`src/rtl/status_sequencer.sv`:
```
// Operation status sequencer: IDLE -> BUSY -> DONE/ERROR -> IDLE.
// BUSY is bounded by TIMEOUT_CYCLES; a timeout lands in ERROR with a sticky flag.
module status_sequencer #(
  parameter int TIMEOUT_CYCLES = 16,
  parameter int CNT_W          = 5
) (
  input  logic             clk,
  input  logic             rst_n,
  input  logic             start,
  input  logic             done,
  input  logic             error,
  input  logic             ack,
  output logic [1:0]       Status,
  output logic             timeout,
  output logic [CNT_W-1:0] busy_cnt
);

  localparam logic [1:0] IDLE  = 2'd0;
  localparam logic [1:0] BUSY  = 2'd1;
  localparam logic [1:0] ERROR = 2'd2;
  localparam logic [1:0] DONE  = 2'd3;

  localparam logic [CNT_W-1:0] LAST_CNT = CNT_W'(TIMEOUT_CYCLES - 1);

  logic [1:0]       state;
  logic [1:0]       state_nxt;
  logic [CNT_W-1:0] cnt_nxt;
  logic             timeout_nxt;

  always_comb begin
    state_nxt   = state;
    cnt_nxt     = busy_cnt;
    timeout_nxt = timeout;
    case (state)
      IDLE: begin
        if (start) begin
          state_nxt = BUSY;
          cnt_nxt   = '0;
        end
      end
      BUSY: begin
        // error beats done, and both beat the timeout in the final BUSY cycle
        if (error) begin
          state_nxt = ERROR;
        end else if (done) begin
          state_nxt = DONE;
        end else if (busy_cnt == LAST_CNT) begin
          state_nxt   = ERROR;
          timeout_nxt = 1'b1;
        end else begin
          cnt_nxt = busy_cnt + 1'b1;
        end
      end
      ERROR, DONE: begin
        if (ack) begin
          state_nxt   = IDLE;
          cnt_nxt     = '0;
          timeout_nxt = 1'b0;
        end
      end
      default: begin
        state_nxt   = IDLE;
        cnt_nxt     = '0;
        timeout_nxt = 1'b0;
      end
    endcase
  end

  always_ff @(posedge clk or negedge rst_n) begin
    if (!rst_n) begin
      state    <= IDLE;
      busy_cnt <= '0;
      timeout  <= 1'b0;
    end else begin
      state    <= state_nxt;
      busy_cnt <= cnt_nxt;
      timeout  <= timeout_nxt;
    end
  end

  assign Status = state;

endmodule

```
`config.mk`:
```
export PLATFORM = sky130hd
export DESIGN_NAME = status_sequencer
export DESIGN_NICKNAME = d
export VERILOG_FILES = /design/src/rtl/status_sequencer.sv
export SDC_FILE = /design/constraint.sdc
export NUM_CORES = 1
export LEC_CHECK = 0
export BUFFER_PORTS_ARGS = -buffer_cell sky130_fd_sc_hd__buf_4
export CELL_PAD_IN_SITES_DETAIL_PLACEMENT = 0
export CELL_PAD_IN_SITES_GLOBAL_PLACEMENT = 1
export CORE_MARGIN = 5
export CORE_UTILIZATION = 30
export DETAILED_ROUTE_END_ITERATION = 7
export GPL_TIMING_DRIVEN = 0
export MAX_ROUTING_LAYER = met4
export PLACE_DENSITY = 0.79
export REMOVE_ABC_BUFFERS = 1
export SYNTH_ARGS = -nofsm -noshare
export SYNTH_HDL_FRONTEND = slang
export SYNTH_SLANG_ARGS = --single-unit
```
`constraint.sdc`:
```
create_clock -name clk -period 1.8 [get_ports clk]
set_input_delay 0.18 -clock clk [delete_from_list [all_inputs] [get_ports clk]]
set_output_delay 0.18 -clock clk [all_outputs]
set_load 0.005 [all_outputs]
```
# Word-level counts from Yosys, hierarchy flattened

Cells that the tools add are included.

Bits in registers: 8
Bits in latches: 0
Bits in writable memories: 0
ROM bits: 0
Bits of input ports: 6
Output and inout port bits: 8
Word-level logic and storage cells: 38
Memories: 0

$add $sub $neg: 1
Multiply operators: 0
Divide/modulo/power cells: 0
Magnitude comparators: 0
Equality and inequality tests: 11
Shift operators: 0
Multiplexer cells: 17
Bitwise gates (word level): 0
Reduce and logical (&&, ||, !) cells: 6

Operator list:

| operator                                       | number |
|---|---|
| two-way mux 5 bit                              | 5 |
| case mux 5 bit (3 select lines)                | 1 |
| inequality test 2 bit (second input constant)  | 6 |
| two-way mux 2 bit                              | 5 |
| AND reduction 5 bit                            | 2 |
| case mux 2 bit (3 select lines)                | 1 |
| adder 5 x 1 -> 5 bit (second input constant)   | 1 |
| == test 5 x 4 -> 1 bit (second input constant) | 1 |
| == test 2 bit (second input constant)          | 2 |
| two-way mux 1 bit                              | 4 |
| inequality test 4 bit (second input constant)  | 1 |
| AND reduction 3 bit                            | 1 |
| == test 2 x 1 -> 1 bit (second input constant) | 1 |
| logical NOT 2 bit                              | 1 |
| case mux 1 bit (2 select lines)                | 1 |
| nonzero test 2 bit                             | 1 |
| OR reduction 2 bit                             | 1 |

# Logic depth before layout (Yosys ltp)

Gate-level depths: netlist of the first run.

Depth in word-level cells: 5
Mapped depth: 6
Mapped depth without buffers: 6

# Worst setup path after synthesis of the first run

OpenSTA, ideal clock, no wires.

Path type: reg-to-reg
Start: register busy_cnt[0]
End: register busy_cnt[2]
Library setup time: 69 ps
Arrival: 1843 ps
Path slack: -112 ps
Cell stages (with the launch flop): 7
Buffers on the path: 0
Period minus slack after synthesis: 1912 ps
Path through: dfrtp_1 > ha_1 > and3_1 > ha_1 > or3_4 > or4_1 > nand3_1

Cells in the longest elaborated chain, start to end: 5

Ends and longest elaborated chain:

| item                            | RTL line | source |
|---|---|---|
| from (decl)                     | 15       | `output logic [CNT_W-1:0] busy_cnt` |
| from (signal assigned)          | 76       | `busy_cnt <= cnt_nxt;` |
| adder 5 x 1 -> 5 bit            | 51       | `cnt_nxt = busy_cnt + 1'b1;` |
| two-way mux 5 bit               | 47       | `end else if (busy_cnt == LAST_CNT) begin` |
| two-way mux 5 bit               | 45       | `end else if (done) begin` |
| two-way mux 5 bit               | 43       | `if (error) begin` |
| case mux 5 bit (3 select lines) | 34       | `case (state)` |

Several ways; a longest one is shown, not always the timed one. The select of a mux whose other input is x is not followed.
A chain may end at the register's enable or synchronous reset.

# Final worst setup path of the first run

Same ends and word-level chain as after synthesis.

==> results.toml, run 1 <==
[pwr]
leakage_nw = 0.2968
p_int_mw = 0.4447
p_switching_mw = 0.2317
power_density_nw_per_um2 = 1086
p_sw_share_pct = 34.26
power_mw = 0.6765
seq_power_share_pct = 40.9
p_clk_share_pct = 19.6
ir_worst_vdd_v = 0.0004890
combPwrFrac_pct = 39.5

[timing]
fin_ws_ns = -0.05225
slew_violations = 0
min_period_over_period_pct = 102.9
final-setup-viol-count = 1
rsz0062_at_grt = "true"
slew-limit-headroom_pct = 63.27
finalSetupTns_ns = -0.05225
worstMarginPinSlew_ns = 0.5468
final.setup_skew_ns = 0.001357
fmax_mhz = 539.9
fin_crit_ns = 1.852
hold_viol = 0

[clock_network]
cts_tree = "done"
cts.path.max_buffers = 2
path_clk_slew_ns = 0.05
root_buffer = "clkbuf_4"
numClockSinks = 8
cts_max_level = 1
cts_buffers = 3
clk_latency_ns = 0.25

[worst_setup_path]
r2r_slack_ns = -0.05
arrival_ns = 2.03
crit_path_end_kind = "register"
cp.required_ns = 1.98
crit_type = "reg -> reg"
startpoint_type = "register"
worst-path-max-fanout = 3

[route]
wl_um = 994
dr.pass1.iters = 4
via_per_inst = 4.949
drcViolationCount = 0
vias = 391
drt_iter0_markers = 6
ant_nets = 0
routedWlPerCell_um = 12.58

[floorplan]
coreArea_um2 = 1334
die_w_um = 48.04
die_area_um2 = 2308
row_count = 13
die_h_um = 48.04
start_util_pct = 32.55
ios = 14

[grt]
grt_pass1_wl_um = 1683
grt_max_degree = 10
overflow = 0
antenna_found_initial = 0
grt_pass1_vias = 385
grt_use_total_pct = 10.95

[cells_and_area]
final_nets = 74
diodes = 0
drive_gt1_share_pct = 35.94
instances_no_fill = 79
fillers = 137
design_area_um2 = 623.1
syn2layout_area_growth_pct = 43.52

[outcome]
violations = "setup timing"
outcome = "finished, violations left"

[place]
dp_hpwl_um = 740.3
gp_congestion = 0.6856
placedCellCount = 73
portBuffers = 13
place_area_um2 = 550.5

[hold_path]
min_path_type = "in -> reg"

[logic_synthesis]
synth_cell_type_count = 22
ys_warn_count = 0
ys_ff_latch = 8
syn_area_um2 = 434.2
ys_seq_area_share_pct = 46.11
netlist_instances = 45
synth_area_per_cell_um2 = 9.648

[job]
cap_violations = 0
-- sequential cells by signal, summed over array words and instances, names as in the netlist --
register / count
Status: 2
timeout: 1
busy_cnt: 5
-- worst paths after layout --
path | from | end | cells after the start
min in group asynchronous | rst_n | timeout | 2
hold / removal | ack | timeout | 2
setup / recovery | busy_cnt[0] | busy_cnt[2] | 6
max in group asynchronous | rst_n | Status[1] | 2
setup reg to reg | busy_cnt[0] | busy_cnt[2] | 6
hold reg to reg | busy_cnt[3] | busy_cnt[3] | 1
-- stage by stage --
step | utilization, % | worst slack (ns) | hold WS (ns)
finish | 46.72 | -0.05225 | 0.1438
global route | 46.72 | -0.1215 | 0.1332
CTS | 46.72 | -0.05738 | 0.1329
detailed placement | 41.28 | -0.2592 | 0.008332
global placement | 41.28 | -0.2276 | 0.006650
floorplan | - | -0.1117 | -0.1156
-- power groups by stage --
stage               Sequential (mW)  Combinational (mW)  Clock (mW)
CTS                           0.276               0.272       0.144
floorplan                     0.278               0.129           0
finish                        0.277               0.267       0.133
global placement              0.285               0.236           0
detailed placement            0.285               0.241           0
global route                  0.287               0.296       0.152
-- layout by cell type (no fill, tap or decap), drive strengths merged, types with 2 or more instances in the layout --
cell,Yosys,final
clkbuf,0,3
buf,0,15
o21ai,3,3
dfrtp,8,8
a31oi,3,3
ha,2,2
nor2b,2,2
nor3,2,2
nand2b,2,2
and3,2,2
nor2,2,2
inv,5,5
nand3,2,2
o22ai,2,2
-- synth_stat cells (all sizes together) --
cell,n,area [µm²]
a211oi,1,7.510
a21o,1,7.510
a22o,1,8.760
a31oi,3,18.77
and2b,1,7.510
and3,2,12.51
dfrtp,8,200.2
ha,2,25.02
inv,5,18.77
mux2i,1,10.01
nand2,1,3.750
nand2b,2,12.51
nand3,2,10.01
nor2,2,7.510
nor2b,2,12.51
nor3,2,10.01
o211ai,1,7.510
o21ai,3,15.01
o22ai,2,12.51
o31ai,1,7.510
or3,1,11.26
or4,1,7.510
-- logic make-up (layout without fill, tap and decap cells) --
logic type | after synthesis | in the layout | share of synthesized area [%]
buf+inv | 5 | 24 | 4.323
fa+ha+maj | 2 | 2 | 5.763
flops | 8 | 8 | 46.11
mux | 1 | 1 | 2.306
compound gates | 13 | 13 | 19.60
simple gates | 16 | 16 | 21.90
-- worst max-delay path, stage by stage, from the launching register on --
cell,delay [ns]
dfrtp_1,0.38
ha_2,0.19
and3_4,0.18
ha_4,0.16
or3_4,0.34
or4_1,0.47
nand3_1,0.08
-- routing by layer --
metal  share of wire [%]  GRT usage (%)  vias up  wire length [µm]
li1                    -              -      204                 -
met1                  47          13.20      177               466
met4                   0              0        0                 0
met3                 5.2          5.639        0                52
met5                   0              -        -                 0
met2                  48          17.41       10               475
-- final cells by class --
type                    count  area (µm²)  share of cell area [%]
multi-input cells          32       240.2                   38.55
repair buffers             16       122.6                   19.68
inverters                   5       18.77                   3.012
flip-flops and latches      8       200.2                   32.13
clock buffers               3       22.52                   3.614
well taps                  15       18.77                   3.012
-- timing repair --
action | 4_1_cts | 5_1_grt
gates resized for setup | 5 | 0
endpoints found under the setup margin | 5 | 5
setup buffers | 2 | 0
pin swaps | 1 | 0
hold buffers | 1 | 0
hold endpoints to repair | 8 | 0
Power figures use the tool's default switching activity.
==> inputs of run 2 (changes only) <==
- ABC_AREA: unset -> 1
- PLACE_DENSITY: 0.79 -> 0.81
==> run 2 against run 1 <==
Against the previous run: the run now ends clean; global-route usage is 1.1 points lower; clock power up 9%; cell area is 2.2% higher; via count increased by 13%; sequential cell count is the same; utilization is 4.9 points lower; die area up 9.5%; critical endpoint is now busy_cnt[3]; highest routed layer unchanged.
==> results.toml, run 2 <==
[worst_setup_path]
endpoint = "busy_cnt[3]"
r2r_slack_ns = 0.15
worst-path-stages = 9
crit_path_end_kind = "register"
cp_top_family = "simple AND/OR/NAND/NOR gates"
max_stage_delay_ns = 0.44
r2r_cells = 9
critPathBufInv = 0
cp_slowest_cell = "dfrtp_1"
cp.required_ns = 1.95
critPathLaunch = "busy_cnt[0]"
cp_cell_sequence = "ha_1 -> nand2_1 -> nor2_1 -> ha_1 -> nand3b_4 -> nand2_1 -> nand2_2 -> nand2_1 -> nand2_1"
arrival_ns = 1.79
reg2reg_from = "busy_cnt[0]"
worst-path-max-fanout = 6
crit_type = "reg -> reg"
startpoint_type = "register"
crit_top_cell = "nand2_1"
r2r-end = "busy_cnt[3]"

[job]
cap_violations = 0

[logic_synthesis]
async_flop_share_pct = 100.0
syn_area_um2 = 486.7
synth_area_per_cell_um2 = 7.264
yosysTopAreaCell = "dfrtp_1"
synth_top_area_share_pct = 41.13
synth_ff_type = "dfrtp_1"
synth.most_common_cell = "nand2_1"
ys_warn_count = 0
synthTopCellsByCount = "nand2_1, inv_1, dfrtp_1, nor2_1, nand3_1"
synth_cell_type_count = 15
netlist_instances = 67
ys_ff_latch = 8
synth_edf_count = 0
synth_area_leaders = "dfrtp_1, nand2_1, inv_1"
ys_seq_area_share_pct = 41.13

[timing]
final-setup-viol-count = 0
fmax_mhz = 607.8
finalSetupTns_ns = 0
final.setup_skew_ns = 0.003678
slew-limit-headroom_pct = 86.44
slew_violations = 0
rsz0062_at_grt = "false"
fin_crit_ns = 1.645
hold_viol = 0
fin_ws_ns = 0.1548
min_period_over_period_pct = 91.40
worstMarginPinSlew_ns = 0.2035

[grt]
grt_use_total_pct = 9.863
grt_pass1_wl_um = 1835
grt_max_degree = 9
antenna_found_initial = 0
grt_pass1_vias = 439
overflow = 0

[clock_network]
cts.path.max_buffers = 2
root_buffer = "clkbuf_4"
clk_latency_ns = 0.26
path_clk_slew_ns = 0.06
cts_resized = 0
post-cts-setup-buffer-count = 0
cts_max_level = 1
numClockSinks = 8
postCtsHoldBufs = 1
cts_tree = "done"
cts_buffers = 3

[hold_path]
min_path_type = "in -> reg"
hold_path_startpoint = "ack"

[route]
drt_iter0_markers = 9
routedWlPerCell_um = 10.99
vias = 443
dr.pass1.iters = 4
wl_um = 1099
via_per_inst = 4.430
drcViolationCount = 0
ant_nets = 0

[cells_and_area]
largest-register = "busy_cnt"
final_nets = 94
layout_common_cells = "nand2_1, buf_4, inv_1, dfrtp_1, nor2_1"
drive_gt1_share_pct = 29.76
diodes = 0
largest_reg_flops = 5
final_common_cell = "nand2_1"
syn2layout_area_growth_pct = 30.85

[outcome]
outcome = "finished, final reports clean"

[place]
portBuffers = 13
dp_hpwl_um = 825.8
dp_slack_ns = 0.1681
gp_congestion = 0.7598

[pwr]
power_density_nw_per_um2 = 1041
power_mw = 0.6628
leakage_nw = 0.3651
ir_worst_vdd_v = 0.0004437

[floorplan]
start_util_pct = 31.94
coreArea_um2 = 1524
die_w_um = 50.28
row_count = 14
die_area_um2 = 2528
ios = 14
die_h_um = 50.28
-- run 2: worst min path at each step --
| stage | end | slack [ns] | cells past startpoint |
|---|---|---|---|
| floorplan | Status[0] | -0.12 | 0 |
| detailed placement | Status[0] | 0.007 | 1 |
| finish | Status[1] | 0.15 | 2 |
| global placement | Status[0] | 0.008 | 1 |
| CTS | Status[1] | 0.15 | 2 |
| global route | Status[1] | 0.14 | 2 |
-- run 2: where the power goes --
| part | switching [mW] | internal, mW | total (mW) | leakage, nW |
|---|---|---|---|---|
| clock | 0.0680 | 0.0768 | 0.145 | 0.0138 |
| sequential | 0.0537 | 0.213 | 0.266 | 0.108 |
| combinational | 0.148 | 0.104 | 0.252 | 0.243 |
| total | 0.269 | 0.393 | 0.663 | 0.365 |
-- run 2: cell families after synthesis --
family	Yosys count	share of synthesized area, %
AOI/OAI and AO/OA	4	4.884
and+or+nand+nor	40	38.82
DFF	8	41.13
adders and majority gates	2	5.141
buffers and inverters	13	10.03
-- run 2: final cells by class --
cell class	count	area, µm²
fill	166	887.1
multi-input combinational	46	237.7
sequential	8	200.2
timing repair buffer	14	107.6
inverter	13	48.80
clock buffer	3	22.52
tap	16	20.02
-- run 2: metal layers --
layer	GRT usage [%]	wire length, µm	up-vias	part of all wire [%]
met1	11.31	515	189	47
met4	2.620	0	0	0
li1	-	-	238	-
met5	-	0	-	0
met2	14.64	484	16	44
met3	5.621	99	0	9.0
-- run 2: stage by stage --
step                      hold WS, ns  cells  utilization, %  cell area (µm²)
after global placement       0.007595     96           39.66            604.3
after floorplan               -0.1156     67               -            486.7
after CTS                      0.1522    100           41.79            636.9
after global routing           0.1444    100           41.79            636.9
final                          0.1500    100           41.79            636.9
after detailed placement     0.006955     96           39.66            604.3
==> inputs of run 3 (changes only) <==
- SETUP_SLACK_MARGIN: unset -> 0.2
==> run 3 against run 2 <==
Against the previous run: utilization rose by 1.8 points; routed wire length shrank 0.45%; total power is 5.5% higher; die area did not move; clock skew is 0.0018 ns higher; fmax rose by 11%; worst hold slack better by 0.0031 ns; sequential cell count unchanged; combinational power is 21% higher; largest power group is now combinational cells; highest routed layer unchanged; clock power is essentially flat; largest cell class unchanged; cell area grew 4.3%.
==> results.toml, run 3 (synthesis gave the netlist of run 2 again) <==
[timing]
fmax_mhz = 673.7
rsz0062_at_grt = "false"
slew-limit-headroom_pct = 85.36
slew_violations = 0
fin_crit_ns = 1.484
min_period_over_period_pct = 82.46
final.setup_skew_ns = 0.005525
hold_viol = 0
worstMarginPinSlew_ns = 0.2194
final-setup-viol-count = 0
finalSetupTns_ns = 0

[worst_setup_path]
startpoint_type = "register"
crit_type = "reg -> reg"
arrival_ns = 1.63
crit_path_end_kind = "register"
worst-path-max-fanout = 5
cp.required_ns = 1.94
r2r_slack_ns = 0.32

[clock_network]
path_clk_slew_ns = 0.06
cts_buffers = 3
root_buffer = "clkbuf_4"
clk_latency_ns = 0.25
cts_tree = "done"
cts_max_level = 1
numClockSinks = 8
cts.path.max_buffers = 2

[place]
placedCellCount = 96
place_area_um2 = 604.3
dp_hpwl_um = 825.8
gp_congestion = 0.7598
portBuffers = 13

[cells_and_area]
final_common_cell = "nand2_1"
largest-register = "busy_cnt"
diodes = 0
largest_reg_flops = 5
layout_common_cells = "nand2_1, buf_4, inv_1, dfrtp_1, nor2_1"
instances_no_fill = 102
regArea_um2 = 200.2
final_nets = 96
fillers = 163
multi_input_area_um2 = 250.2
design_area_um2 = 664.4
syn2layout_area_growth_pct = 36.50
drive_gt1_share_pct = 32.56

[floorplan]
ios = 14
die_h_um = 50.28
die_area_um2 = 2528
start_util_pct = 31.94
row_count = 14
coreArea_um2 = 1524
die_w_um = 50.28

[route]
wl_um = 1094
drcViolationCount = 0
routedWlPerCell_um = 10.73
dr.pass1.iters = 4
ant_nets = 0
vias = 451
drt_iter0_markers = 11
via_per_inst = 4.422

[pwr]
ir_worst_vdd_v = 0.0004494
leakage_nw = 0.3818
power_density_nw_per_um2 = 1053

[grt]
gr-max-usage-layer = "met2"
met2_usage_pct = 14.85
met3_usage_pct = 5.621
grt_pass1_vias = 446
grt_use_total_pct = 9.869
grt_util_met1_pct = 11.15
antenna_found_initial = 0
overflow = 0
grt_max_degree = 9
grt_pass1_wl_um = 1842

[job]
cap_violations = 0

[outcome]
outcome = "finished, final reports clean"

[hold_path]
min_path_type = "in -> reg"
==> run 3: cell count changes in the layout (fill, tap and decap cells not counted), sizes merged <==
cell and change:
buf +2
==> run 3: stage by stage <==
stage	util [%]	total power, mW	hold WS [ns]	setup WS [ns]
after floorplan	-	0.4158	-0.1156	0.3080
after global placement	39.66	0.5151	0.007595	0.1986
after detailed placement	39.66	0.5208	0.006955	0.1681
after CTS	42.78	0.6838	0.1522	0.2380
after global routing	43.60	0.7590	0.1444	0.2124
final	43.60	0.6993	0.1531	0.3157
==> run 3: repair_timing <==
action / 4_1_cts / 5_1_grt
buffers inserted: 2 / 0
resized for setup: 0 / 3
setup endpoints to repair: 5 / 5
hold buffers: 1 / 0
endpoints found under the hold margin: 8 / 0
==> run 3: power by group <==
group | leakage, nW | switching, mW | total (mW) | internal [mW]
clock network | 0.0138 | 0.0651 | 0.142 | 0.0766
registers | 0.108 | 0.0412 | 0.254 | 0.213
logic | 0.260 | 0.176 | 0.304 | 0.128
total | 0.382 | 0.282 | 0.699 | 0.417
==> run 3: area by class of cell <==
cell class                 count  share of cell area, %
clock buffer                   3                  3.390
inverter                      13                  7.345
sequential                     8                  30.13
tap                           16                  3.013
timing repair buffer          16                  18.46
multi-input combinational     46                  37.66
==> run 3: worst paths after layout <==
kind                             startpoint           to  cells after the start
worst min-delay path                    ack    Status[1]                      2
min in group asynchronous             rst_n    Status[0]                      2
worst max register to register  busy_cnt[0]  busy_cnt[3]                      9
max in group asynchronous             rst_n  busy_cnt[2]                      2
worst min register to register  busy_cnt[4]  busy_cnt[4]                      2
worst max-delay path            busy_cnt[0]  busy_cnt[3]                      9
==> run 3: worst max-delay path: stages (launching register included) <==
cell      delay [ns]
dfrtp_1         0.38
ha_1            0.21
nand2_1         0.08
nor2_1          0.05
ha_1            0.19
nand3b_4        0.20
nand2_4         0.09
nand2_4         0.07
nand2_1         0.06
nand2_1         0.05
==> run 3: layer usage <==
metal  part of all wire (%)  up-vias
li1                       -      243
met1                     47      194
met2                     45       14
met3                    7.9        0
met4                      0        0
met5                      0        -
